--- src/rtl/rtc_access_scheduler.sv ---
// Arbiter/sequencer for the RTC multiplexed bus: periodic refresh, menu writes and
// interrupt-clear writes merged into single-register transfers. IRQ path gated by RTC_SCHED_IRQ_EN.
module rtc_access_scheduler #(
  parameter int unsigned REFRESH_DIV  = 1_000_000,
  parameter int unsigned TIMEOUT      = 255,
  parameter logic [7:0]  LATCH_ADDR   = 8'hF0,
  parameter logic [7:0]  IRQ_CLR_ADDR = 8'h00,
  parameter logic [7:0]  IRQ_CLR_DATA = 8'h00
) (
  input  logic       CLK,
  input  logic       RST,
  input  logic       irq_n,
  input  logic       wr_req,
  input  logic [7:0] wr_addr,
  input  logic [7:0] wr_data,
  output logic       wr_ack,
  output logic       irq_ack,
  output logic       xfer_start,
  output logic       xfer_wr,
  output logic [7:0] xfer_addr,
  output logic [7:0] xfer_wdata,
  input  logic       xfer_done,
  input  logic [7:0] xfer_rdata,
  output logic       rd_valid,
  output logic [7:0] rd_addr,
  output logic [7:0] rd_data,
  output logic       busy,
  output logic       err
);

  localparam int unsigned TW = $clog2(REFRESH_DIV);

  typedef enum logic [1:0] {ST_IDLE, ST_ISSUE, ST_WAIT, ST_DONE} state_t;
  typedef enum logic [1:0] {SRC_REF, SRC_WR, SRC_IRQ} src_t;

  state_t        state_q, state_d;
  src_t          src_q, src_d;
  logic [3:0]    idx_q, idx_d;
  logic [7:0]    tcnt_q, tcnt_d;
  logic [TW-1:0] tmr_q, tmr_d;
  logic          refresh_pend_q, refresh_pend_d;
  logic          aborted_q, aborted_d;
  logic          err_q, err_d;
  logic          xfer_wr_q, xfer_wr_d;
  logic [7:0]    xfer_addr_q, xfer_addr_d;
  logic [7:0]    xfer_wdata_q, xfer_wdata_d;
  logic [7:0]    rd_addr_q, rd_addr_d;
  logic [7:0]    rd_data_q, rd_data_d;
  logic          tick, ref_clr, irq_clr, timeout_hit;
  logic          irq_pend;

  // Refresh register map: latch command, then time regs 21..26, then 41..43.
  function automatic logic [7:0] ref_addr(input logic [3:0] idx);
    logic [7:0] a;
    if (idx == 4'd0)      a = LATCH_ADDR;
    else if (idx <= 4'd6) a = 8'h20 + {4'h0, idx};
    else                  a = 8'h3A + {4'h0, idx};
    return a;
  endfunction

`ifdef RTC_SCHED_IRQ_EN
  logic [2:0] irq_sync_q, irq_sync_d;
  logic       irq_pend_q, irq_pend_d;
  logic       irq_fall;

  always_comb begin
    irq_sync_d = {irq_sync_q[1:0], irq_n};
    irq_fall   = irq_sync_q[2] & ~irq_sync_q[1];
    irq_pend_d = irq_pend_q;
    if (irq_clr)  irq_pend_d = 1'b0;
    if (irq_fall) irq_pend_d = 1'b1;
  end

  always_ff @(posedge CLK or negedge RST) begin
    if (!RST) begin
      irq_sync_q <= '1;
      irq_pend_q <= 1'b0;
    end else begin
      irq_sync_q <= irq_sync_d;
      irq_pend_q <= irq_pend_d;
    end
  end

  assign irq_pend = irq_pend_q;
  assign irq_ack  = (state_q == ST_DONE) && (src_q == SRC_IRQ);
`else
  logic unused_irq;
  assign unused_irq = irq_n | irq_clr;
  assign irq_pend   = 1'b0;
  assign irq_ack    = 1'b0;
`endif

  always_comb begin
    state_d      = state_q;
    src_d        = src_q;
    idx_d        = idx_q;
    tcnt_d       = tcnt_q;
    aborted_d    = aborted_q;
    err_d        = err_q;
    xfer_wr_d    = xfer_wr_q;
    xfer_addr_d  = xfer_addr_q;
    xfer_wdata_d = xfer_wdata_q;
    rd_addr_d    = rd_addr_q;
    rd_data_d    = rd_data_q;
    ref_clr      = 1'b0;
    irq_clr      = 1'b0;
    timeout_hit  = 1'b0;
    tick         = 1'b0;

    if (tmr_q == TW'(REFRESH_DIV - 1)) begin
      tmr_d = '0;
      tick  = 1'b1;
    end else begin
      tmr_d = tmr_q + 1'b1;
    end

    case (state_q)
      ST_IDLE: begin
        if (irq_pend) begin
          src_d        = SRC_IRQ;
          xfer_wr_d    = 1'b1;
          xfer_addr_d  = IRQ_CLR_ADDR;
          xfer_wdata_d = IRQ_CLR_DATA;
          state_d      = ST_ISSUE;
        end else if (wr_req) begin
          src_d        = SRC_WR;
          xfer_wr_d    = 1'b1;
          xfer_addr_d  = wr_addr;
          xfer_wdata_d = wr_data;
          state_d      = ST_ISSUE;
        end else if (refresh_pend_q) begin
          src_d        = SRC_REF;
          idx_d        = '0;
          xfer_wr_d    = 1'b1;
          xfer_addr_d  = LATCH_ADDR;
          xfer_wdata_d = 8'h00;
          ref_clr      = 1'b1;
          state_d      = ST_ISSUE;
        end
      end
      ST_ISSUE: begin
        tcnt_d    = '0;
        aborted_d = 1'b0;
        state_d   = ST_WAIT;
      end
      ST_WAIT: begin
        if (xfer_done) begin
          if (!xfer_wr_q) begin
            rd_addr_d = xfer_addr_q;
            rd_data_d = xfer_rdata;
          end
          state_d = ST_DONE;
        end else if (tcnt_q == 8'(TIMEOUT)) begin
          timeout_hit = 1'b1;
          err_d       = 1'b1;
          aborted_d   = 1'b1;
          state_d     = ST_DONE;
        end else begin
          tcnt_d = tcnt_q + 8'd1;
        end
      end
      ST_DONE: begin
        if (src_q == SRC_IRQ) irq_clr = 1'b1;
        // An abort anywhere in the refresh abandons the remaining reads.
        if ((src_q == SRC_REF) && (idx_q < 4'd9) && !aborted_q) begin
          idx_d       = idx_q + 4'd1;
          xfer_wr_d   = 1'b0;
          xfer_addr_d = ref_addr(idx_q + 4'd1);
          state_d     = ST_ISSUE;
        end else begin
          state_d = ST_IDLE;
        end
      end
      default: state_d = ST_IDLE;
    endcase

    refresh_pend_d = (refresh_pend_q & ~ref_clr) | tick;
  end

  always_ff @(posedge CLK or negedge RST) begin
    if (!RST) begin
      state_q        <= ST_IDLE;
      src_q          <= SRC_REF;
      idx_q          <= '0;
      tcnt_q         <= '0;
      tmr_q          <= '0;
      refresh_pend_q <= 1'b0;
      aborted_q      <= 1'b0;
      err_q          <= 1'b0;
      xfer_wr_q      <= 1'b0;
      xfer_addr_q    <= '0;
      xfer_wdata_q   <= '0;
      rd_addr_q      <= '0;
      rd_data_q      <= '0;
    end else begin
      state_q        <= state_d;
      src_q          <= src_d;
      idx_q          <= idx_d;
      tcnt_q         <= tcnt_d;
      tmr_q          <= tmr_d;
      refresh_pend_q <= refresh_pend_d;
      aborted_q      <= aborted_d;
      err_q          <= err_d;
      xfer_wr_q      <= xfer_wr_d;
      xfer_addr_q    <= xfer_addr_d;
      xfer_wdata_q   <= xfer_wdata_d;
      rd_addr_q      <= rd_addr_d;
      rd_data_q      <= rd_data_d;
    end
  end

  // err rises in the cycle the timeout fires, then holds via err_q.
  assign err        = err_q | timeout_hit;
  assign xfer_start = (state_q == ST_ISSUE);
  assign busy       = (state_q != ST_IDLE);
  assign wr_ack     = (state_q == ST_DONE) && (src_q == SRC_WR);
  assign rd_valid   = (state_q == ST_DONE) && !xfer_wr_q && !aborted_q;
  assign xfer_wr    = xfer_wr_q;
  assign xfer_addr  = xfer_addr_q;
  assign xfer_wdata = xfer_wdata_q;
  assign rd_addr    = rd_addr_q;
  assign rd_data    = rd_data_q;

endmodule

--- config.mk ---
export PLATFORM = sky130hd
export DESIGN_NAME = rtc_access_scheduler
export DESIGN_NICKNAME = d
export VERILOG_FILES = /design/src/rtl/rtc_access_scheduler.sv
export SDC_FILE = /design/constraint.sdc
export NUM_CORES = 1
export LEC_CHECK = 0
export CORE_ASPECT_RATIO = 1.1
export CORE_MARGIN = 5
export CORE_UTILIZATION = 55
export DETAILED_ROUTE_END_ITERATION = 7
export GPL_ROUTABILITY_DRIVEN = 0
export HOLD_SLACK_MARGIN = 0.1
export PLACE_DENSITY_LB_ADDON = 0.05
export SKIP_LAST_GASP = 1
export SLEW_MARGIN = 5
export SYNTH_ARGS = -nofsm -noshare
export SYNTH_HDL_FRONTEND = slang
export SYNTH_SLANG_ARGS = --single-unit
--- constraint.sdc ---
create_clock -name CLK -period 4.21 [get_ports CLK]
set_input_delay 0.6315 -clock CLK [delete_from_list [all_inputs] [get_ports CLK]]
set_output_delay 0.6315 -clock CLK [all_outputs]
set_load 0.005 [all_outputs]
# Word level (Yosys, flattened, before mapping)
# Index checks and enable logic that the tools add are counted.
classes:
  add_sub_neg: 5
  mul: 0
  div_mod_pow: 0
  n_lt_le_gt_ge: 2
  eq_ne: 14
  shift: 0
  n_mux: 38
  bitwise: 6
  reduce_logical: 22
ops:
  columns: ["op", "n"]
  rows:
  - ["$mux 8", 8]
  - ["$pmux 8 s2", 2]
  - ["$add 20x1->20 const B", 1]
  - ["$eq 20x20->1 const B", 1]
  - ["$mux 20", 1]
  - ["$reduce_and 3->1", 5]
  - ["$add 6x4->7 const A", 2]
  - ["$mux 1", 13]
  - ["$mux 2", 6]
  - ["$mux 4", 3]
  - ["$ne 2x2->1 const B", 6]
  - ["$add 8x1->8 const B", 1]
  - ["$eq 8x8->1 const B", 1]
  - ["$pmux 2 s4", 1]
  - ["$pmux 4 s2", 1]
  - ["$reduce_bool 2->1", 4]
  - ["$mux 7", 1]
  - ["$ne 3x3->1 const B", 2]
  - ["$logic_and 1x1->1", 5]
  - ["$add 4x1->4 const B", 1]
  - ["$eq 2x1->1 const B", 2]
  - ["$eq 2x2->1 const B", 2]
  - ["$le 4x3->1 const B", 1]
  - ["$logic_not 2->1", 2]
  - ["9 further kinds", 15]
totals:
  regBits: 72
  latch_bits: 0
  ram_bits: 0
  romBits: 0
  in_bits: 29
  out_inout_bits: 39
  word_cells: 100
  n_memories: 0

# Depth between registers and ports, before layout
# Gate-level depths: netlist (run 1).
depth:
  depth_word: 6
  ltp_mapped: 8

# Least setup slack after synthesis (run 1)
# No wires, ideal clock.
synth_path:
  path_kind: "reg2reg"
  startpoint: "register state_q[0]"
  endpoint: "register rd_addr_q[0], in the netlist rd_addr[0]"
  arrival_ps: 1640
  required_ps: 4085
  slack_ps: 2445
  stages_incl_launch_ff: 8
  path_buffers: 2
  path_cell_list: "dfrtp_1 -> inv_1 -> ha_1 -> inv_1 -> or3_1 -> buf_2 -> buf_6 -> mux2_2"
synth_via:
  elab_chain_len: 2
synth_rtl:
  columns: ["element", "line", "text"]
  rows:
  - ["start: declaration", "36", "state_t state_q, state_d;"]
  - ["start signal: assignment", "196", "state_q <= state_d;"]
  - ["$eq 2x2->1", "117", "case (state_q)"]
  - ["$reduce_and 3->1 (no source line)", null, null]
  - ["end signal: assignment", "207", "rd_addr_q <= rd_addr_d;"]
  - ["end: declaration", "47", "logic [7:0] rd_addr_q, rd_addr_d;"]
# Every way passes these cells.
# A chain may end at the register's enable or synchronous reset.

# Worst setup path in the final report (run 1)
layout_path:
  startpoint: "register state_q[0]"
  endpoint: "output port err"
layout_via:
  elab_chain_len: 3
layout_rtl:
  columns: ["element", "line", "text"]
  rows:
  - ["$eq 2x2->1", "117", null]
  - ["$mux 1", "117", null]
  - ["$or 1x1->1", "213", "assign err = err_q | timeout_hit;"]
  - ["end: declaration", "28", "output logic err"]
# Every way passes these cells.

==> results of run 1 <==
## cell type report
| class | instances | share of cell area, % |
|---|---|---|
| Tap cell | 80 | 2.33 |
| Clock inverter | 3 | 0.934 |
| Timing Repair Buffer | 66 | 15.2 |
| Clock buffer | 13 | 3.94 |
| Inverter | 16 | 1.40 |
| Multi-Input combinational cell | 221 | 34.7 |
| Sequential cell | 71 | 41.4 |
## per-stage QoR
stage	worst slack, ns	hold slack, ns
finish	1.35	0.424
global placement	1.74	0.454
CTS	1.34	0.444
floorplan	2.44	0.336
detailed placement	1.71	0.457
global route	1.17	0.490
## cells in the mapped netlist (all sizes together), types with 2 or more instances
cell	n	area share (%)
nor3	4	0.74
buf	4	0.85
nor4	3	0.56
clkbuf	4	0.45
and2	3	0.56
or3	2	0.37
a22o	9	2.3
and3	5	0.93
o21ai	21	3.2
a31oi	3	0.56
mux2	17	5.7
mux2i	2	0.59
dfrtp	71	53
nand3	17	2.7
a21oi	7	1.0
o22ai	2	0.37
a21o	4	0.89
o31ai	2	0.45
nor4b	3	0.78
nor2b	3	0.56
nand2	30	3.3
nand2b	4	0.74
o21bai	2	0.45
xnor2	11	2.9
inv	16	1.8
nand4	6	1.1
nor2	25	2.9
xor2	9	2.3
ha	11	4.1
## registers in the layout, summed over array words and instances, names as in the netlist, 2 cells and up
register / cells
rd_data: 8
tmr_q: 20
state_q: 2
xfer_addr: 8
rd_addr: 8
idx_q: 4
tcnt_q: 8
xfer_wdata: 8
## power breakdown
group	switching, mW	leakage, nW	internal [mW]
registers	0.105	0.912	0.859
logic	0.407	0.912	0.529
clock network	0.227	0.109	0.320
## routing by layer
layer / global-route usage [%] / up-vias
li1: - / 1248
met3: 4.94 / 8
met5: 0 / -
met4: 5.54 / 0
met2: 28.8 / 77
met1: 22.4 / 1197
## cell families (layout without fill, tap and decap cells)
family	count (synthesis)	in the layout
buffers and inverters	24	98
other	1	1
XOR/XNOR	20	20
AO/OA/AOI/OAI	60	60
AND/OR/NAND/NOR	109	109
adder cells (fa/ha/maj)	12	12
multiplexers	19	19
flip-flops	71	71
## path summary, 6_finish.rpt
path / from / slack (ns) / end / cells after the start
worst max-delay path: state_q[0] / 1.35 / err / 5
worst min-delay path: RST / 0.42 / rd_data[4] / 1
worst max register to register: state_q[0] / 1.96 / rd_data[4] / 5
worst min register to register: err_q / 0.47 / err_q / 1
max in group asynchronous: RST / 2.88 / tmr_q[13] / 2
min in group CLK: err_q / 0.47 / err_q / 1
==> reports/summary.md, run 1 <==
The number of endpoints failing setup at the final stage came out at 0. For the final core utilization, the log shows 70.5%. The clock network latency to the later pin of the worst-skew pair was 0.33 ns.

The tools report the standard-cell row count as 30. For the via count of the first global-routing pass, the log shows 2488. The port buffer count came out at 65. In this run, synthesis produced a sequential element count of 71. The flip-flop and latch area was 1780 um2; the initial antenna violation count was 0. In this run the standard cell core region covers 6080 um2. Total clock sinks: 71. For this block, the initial DRC count from the detailed router was 138. Type of element capturing the critical path: a primary output. The category of the most critical setup path is reg2out. The required time at the endpoint of the critical path is 3.58 ns.

For the final routed database, the setup TNS stands at 0 ns. The total buffers and inverters traversed by the critical path works out to 2. The design draws 2.45 mW. The cell family with the largest share of critical-path delay was buffers and inverters. Across every metal layer, demand over resource in global routing totals 17.5%.

The slowest cell on the critical path was sky130_fd_sc_hd__clkdlybuf4s50_1. In the final layout, the multi-input gates occupy 1490 um2. Final-report hold violation count: 0.

The clock tree synthesis step divided the H-tree into 3 levels. Counting tap cells, the placed design contains a total of 454 instances. Along the worst path, the maximum fanout reaches 13. The run gives 0.350 GHz as the fmax. Detailed placement ended at an HPWL of 4760 um.

For the pin with the worst max-slew slack, the measured transition is 0.882 ns. The average via count per standard cell came out at 5.38. The library cells used most frequently in the layout, excluding fill and tap cells, are 71 x sky130_fd_sc_hd__dfrtp_1, 64 x sky130_fd_sc_hd__clkdlybuf4s50_1, 30 x sky130_fd_sc_hd__nand2_1. The synthesized netlist devotes 16.3% of its cell area to simple gates. The met2 layer wire length in the routed design was 3110 um; the share of the synthesized area in compound gates (AO/OA/AOI/OAI) was 11.9%. Leaving out fill and tap cells, the most frequent cell in the layout is sky130_fd_sc_hd__dfrtp_1. For this run, the number of Yosys warnings is 0. The signal on the critical path passes through inv_1 -> ha_1 -> nand3_1 -> o21bai_1 -> clkdlybuf4s50_1.

The number of max-cap violations is 0. The tools report the data arrival time of the worst path as 2.23 ns. Of the total synthesized cell area, the portion taken by full adders, half adders and majority gates is 4.38%.

The wire length reported by the detailed router was 6460 um; the met3 wire length was 347 um. The post-synth design cell area is 3370 um2, and the number of nets in the final layout is 425. The area added between synthesis and finish was 27.3%. The number of vias in the routed layout was 2530; the total CTS buffers was 9. For this run, the slowest stage of the critical path takes 0.52 ns.

The count of nets left with antenna violations once routing finished came out at 0. For the number of pins with negative max-slew slack in the final report, the log shows 0. The worst supply voltage drop on vdd was 0.347 mV; the count of cell types in the netlist was 53.

Each instance of the synthesized netlist takes up on average 10.7 um2. The power per standard cell area was 571 nW/um2. 68 I/O pins were placed.

Average routed wire per standard cell: 13.7 um. The most frequently used flop master after synthesis was sky130_fd_sc_hd__dfrtp_1. Die extent in y: 92.1 um.

Setup repair after global routing left no endpoint under its margin. The die outline area was 7790 um2. Counting flops with an async set or reset pin after synthesis yields a share of 100%. The run gives 4 as the total iterations of the first detailed-routing run. Once layout is done, the placed cells without fillers occupy 4290 um2. In this run, post-CTS repair resized a total of 0 instances.

The run finished with clean final reports. Of the available clock period, the critical path in the final layout requires 67.9%. In the final routing, the length of wire on met1 measures 2940 um.

The run gives 2 as the number of buffers on the longest clock path. The die width is 84.6 um, and the cell area after placement is 4080 um2. The tools report the critical path launch point type as a register.

Synthesis produced a netlist with a net count of 356. For this run the aggregate overflow at the end of global routing stands at 0. The cell count after synthesis was 316.

The mux cell area share after synthesis was 6.28%. The number of remaining DRC errors is 0. TritonCTS built the clock tree.

The finished layout holds 470 standard cells, fillers aside. The analysis attributes to cell leakage a power of 1.93 nW. The clock input transition at the sequential cells of the worst setup and hold paths came out at 0.07 ns. The fraction of final layout cells with drive strength greater than 1 was 10.0%. The first global-routing pass estimated 11100 um of wire. The post-cts hold buffer count is 0, and the final critical delay including setup and external delays is 2.86 ns. 0 antenna diodes ended up in the layout.

Total of fill cells in the finished design: 484. The largest net degree at the start of global routing is 42. Of the total synthesized cell area, the portion taken by XOR and XNOR cells is 5.20%.

The root buffer cell was sky130_fd_sc_hd__clkbuf_8. The highest layer touched by signal routing is met4. The worst slew slack as a fraction of its limit came out at 41.2%. In this run the post-CTS setup repair buffer count came out at 0.

For the final database, setup skew stands at 0.00624 ns. For the proportion of synthesized chip area in sequential cells, the log shows 52.7%. The largest family of logic cells by synthesized area was simple AND/OR/NAND/NOR gates.

Counting flops with a built-in enable in the synthesized netlist gives 0. Once the floorplan was initialized, standard cells occupied 55.4% of the core. The worst hold path belongs to the class in2async.
(Power assumes the default switching activity.)
==> run 2, diff against run 1 <==
CORE_UTILIZATION = 51   (was 55)
clock period = 2.67 ns   (was 4.21 ns; I/O delays follow)
==> reports/summary.md, run 2 (same netlist as run 1, synthesis figures left out) <==
The tools report the largest net degree at the start of global routing as 72. Clock tree synthesis selected as its root buffer the cell sky130_fd_sc_hd__clkbuf_8. TritonCTS built the clock tree.

Once detail routing completed, the nets flagged for antenna violations numbered 0. With fillers left out, the area of the finished cells amounts to 4290 um2. The maximum fanout encountered on the critical timing path was 4. The clock tree skew after final layout is 0.00931 ns, and the number of nets in the final layout is 429. VDD sags by at most 0.538 mV. In the layout the commonest cells are 71 x sky130_fd_sc_hd__dfrtp_1, 64 x sky130_fd_sc_hd__clkdlybuf4s50_1, 30 x sky130_fd_sc_hd__nand2_1. The count of buffers added on input and output ports is 65. The run finished with clean final reports. The placed instances occupy a cell area of 4120 um2.

The depth of the worst register-to-register path was 5. The initial core utilization is 51.7%, and the wire length reported by the detailed router is 6820 um. After legalization and detailed placement, the total HPWL measured 4910 um.

For this run, the top clock speed supported by timing is 0.416 GHz. The category of the most critical setup path was reg2out. Of the cells placed in the final design, the portion with a size suffix greater than 1 is 9.95%.

In the routed design, unresolved DRC markers number 0. The number of endpoints failing setup at the final stage was 0; the data arrival time of the worst path was 2.00 ns. The aggregate global-route resource usage was 18.0%; the measured slew at the worst slew-check pin was 0.679 ns. The number of max-cap violations is 0.

In this run the worst hold path is classified as reg2reg. The die outline area is 8330 um2. The run gives 71 as the total clock sinks. The die is 95.3 um tall.

The type of element capturing the critical path was a primary output. The number of flip-flops under the largest register name works out to 20. The critical path launch point type was a register. In this run the power density over the cells is 879 nW/um2. The average via count per standard cell is 5.27. In this run the core area contains 31 standard-cell rows. Commonest non-fill, non-tap cell in the layout: sky130_fd_sc_hd__dfrtp_1.

The run gives 0 as the initial antenna violation count. The first global-routing pass estimated 11800 um of wire. The number of antenna diodes in the final layout is 0. The via count of the first global-routing pass is 2597. The worst pin sits at a relative slew slack of 54.7%. The smallest clock period supported by the final layout is computed as 2.40 ns. The number of vias in the routed layout is 2497. Power comes to 3.77 mW.

The area added between synthesis and finish came out at 27.3%. The register name with the most flops is tmr_q. Data on the critical path is required at its endpoint by 2.27 ns. Cell count of the worst hold path: 1. The longest clock path from root to sink contains 2 buffers. The clock input transition at the sequential cells of the worst setup and hold paths works out to 0.07 ns. After global routing the overflow that remains totals 0. In this run the count of I/O pins placed on the die edge is 68. The H-tree was split into 3 levels. The logs give 0 for the final-report hold violation count and 0 ns for the aggregate negative setup slack. The total CTS buffers was 9. The detailed router finished its first iteration with 135 violations. The clock network latency to the later pin of the worst-skew pair was 0.34 ns. After detailed routing, the average wire length per cell comes to 14.4 um.

For this run, the detailed router's first-pass iteration total came to 5. Setup repair after global routing left no endpoint under its margin. Summed over all cells, the static leakage comes to 1.93 nW. The die is 87.5 um wide. The placeable core region is 6520 um2, and the number of pins with negative max-slew slack in the final report is 0. The final critical path takes up 90.0% of the cycle.
[run 2: repair_timing]
item / in CTS / in global routing
hold endpoints to repair: 38 / 0
resized for setup: 0 / 0
endpoints found under the setup margin: 0 / 0
buffers inserted: 0 / 0
hold buffers: 1 / 0
[run 2: routing by layer]
metal / share of wire, % / vias to the layer above / wire length (um) / track usage, %
met2: 48 / 57 / 3250 / 30.0
met1: 45 / 1178 / 3040 / 22.6
met3: 5.7 / 12 / 389 / 3.46
li1: - / 1250 / - / -
met5: 0 / - / 0 / 0
met4: 2.0 / 0 / 138 / 8.44
[run 2: final timing paths]
| check | from | endpoint | slack [ns] |
|---|---|---|---|
| worst max-delay path | tcnt_q[0] | err | 0.27 |
| worst min-delay path | err_q | err_q | 0.49 |
| worst max register to register | state_q[0] | rd_data[6] | 0.58 |
| worst min register to register | err_q | err_q | 0.49 |
| max in group asynchronous | RST | tmr_q[9] | 1.76 |
| min in group asynchronous | RST | rd_data[2] | 0.60 |
[run 2: report_power, final]
part | leakage (nW) | internal [mW] | switching (mW)
sequential | 0.912 | 1.35 | 0.171
combinational | 0.936 | 0.852 | 0.662
clock | 0.0854 | 0.377 | 0.355
[run 2: layout make-up]
type / instances / area [um2]
Clock buffer: 13 / 159
Clock inverter: 1 / 5.00
Fill cell: 540 / 2230
Inverter: 16 / 60.1
Multi-Input combinational cell: 221 / 1490
Sequential cell: 71 / 1780
Tap cell: 82 / 103
Timing Repair Buffer: 70 / 698
[run 2: critical path, stage by stage, from the launching register on]
cell and delay [ns]:
sky130_fd_sc_hd__dfrtp_1 0.41, sky130_fd_sc_hd__ha_1 0.22, sky130_fd_sc_hd__and3_1 0.20, sky130_fd_sc_hd__nand3_1 0.15, sky130_fd_sc_hd__o21bai_1 0.16, sky130_fd_sc_hd__clkdlybuf4s50_1 0.52
[run 2: stage by stage]
| stage | hold slack [ns] | std cells | util (%) | worst slack (ns) |
|---|---|---|---|---|
| after floorplan | 0.105 | 316 | - | 0.905 |
| after global placement | 0.457 | 459 | 63.2 | 0.443 |
| after detailed placement | 0.457 | 459 | 63.2 | 0.426 |
| after CTS | 0.486 | 474 | 65.8 | 0.257 |
| after global routing | 0.512 | 474 | 65.8 | 0.130 |
| final | 0.487 | 474 | 65.8 | 0.267 |
==> run 3, diff against run 2 <==
CAP_MARGIN = 25   (was unset)
==> results of run 3 <==
Final layout, timing and power as in run 2 (identical DEF).
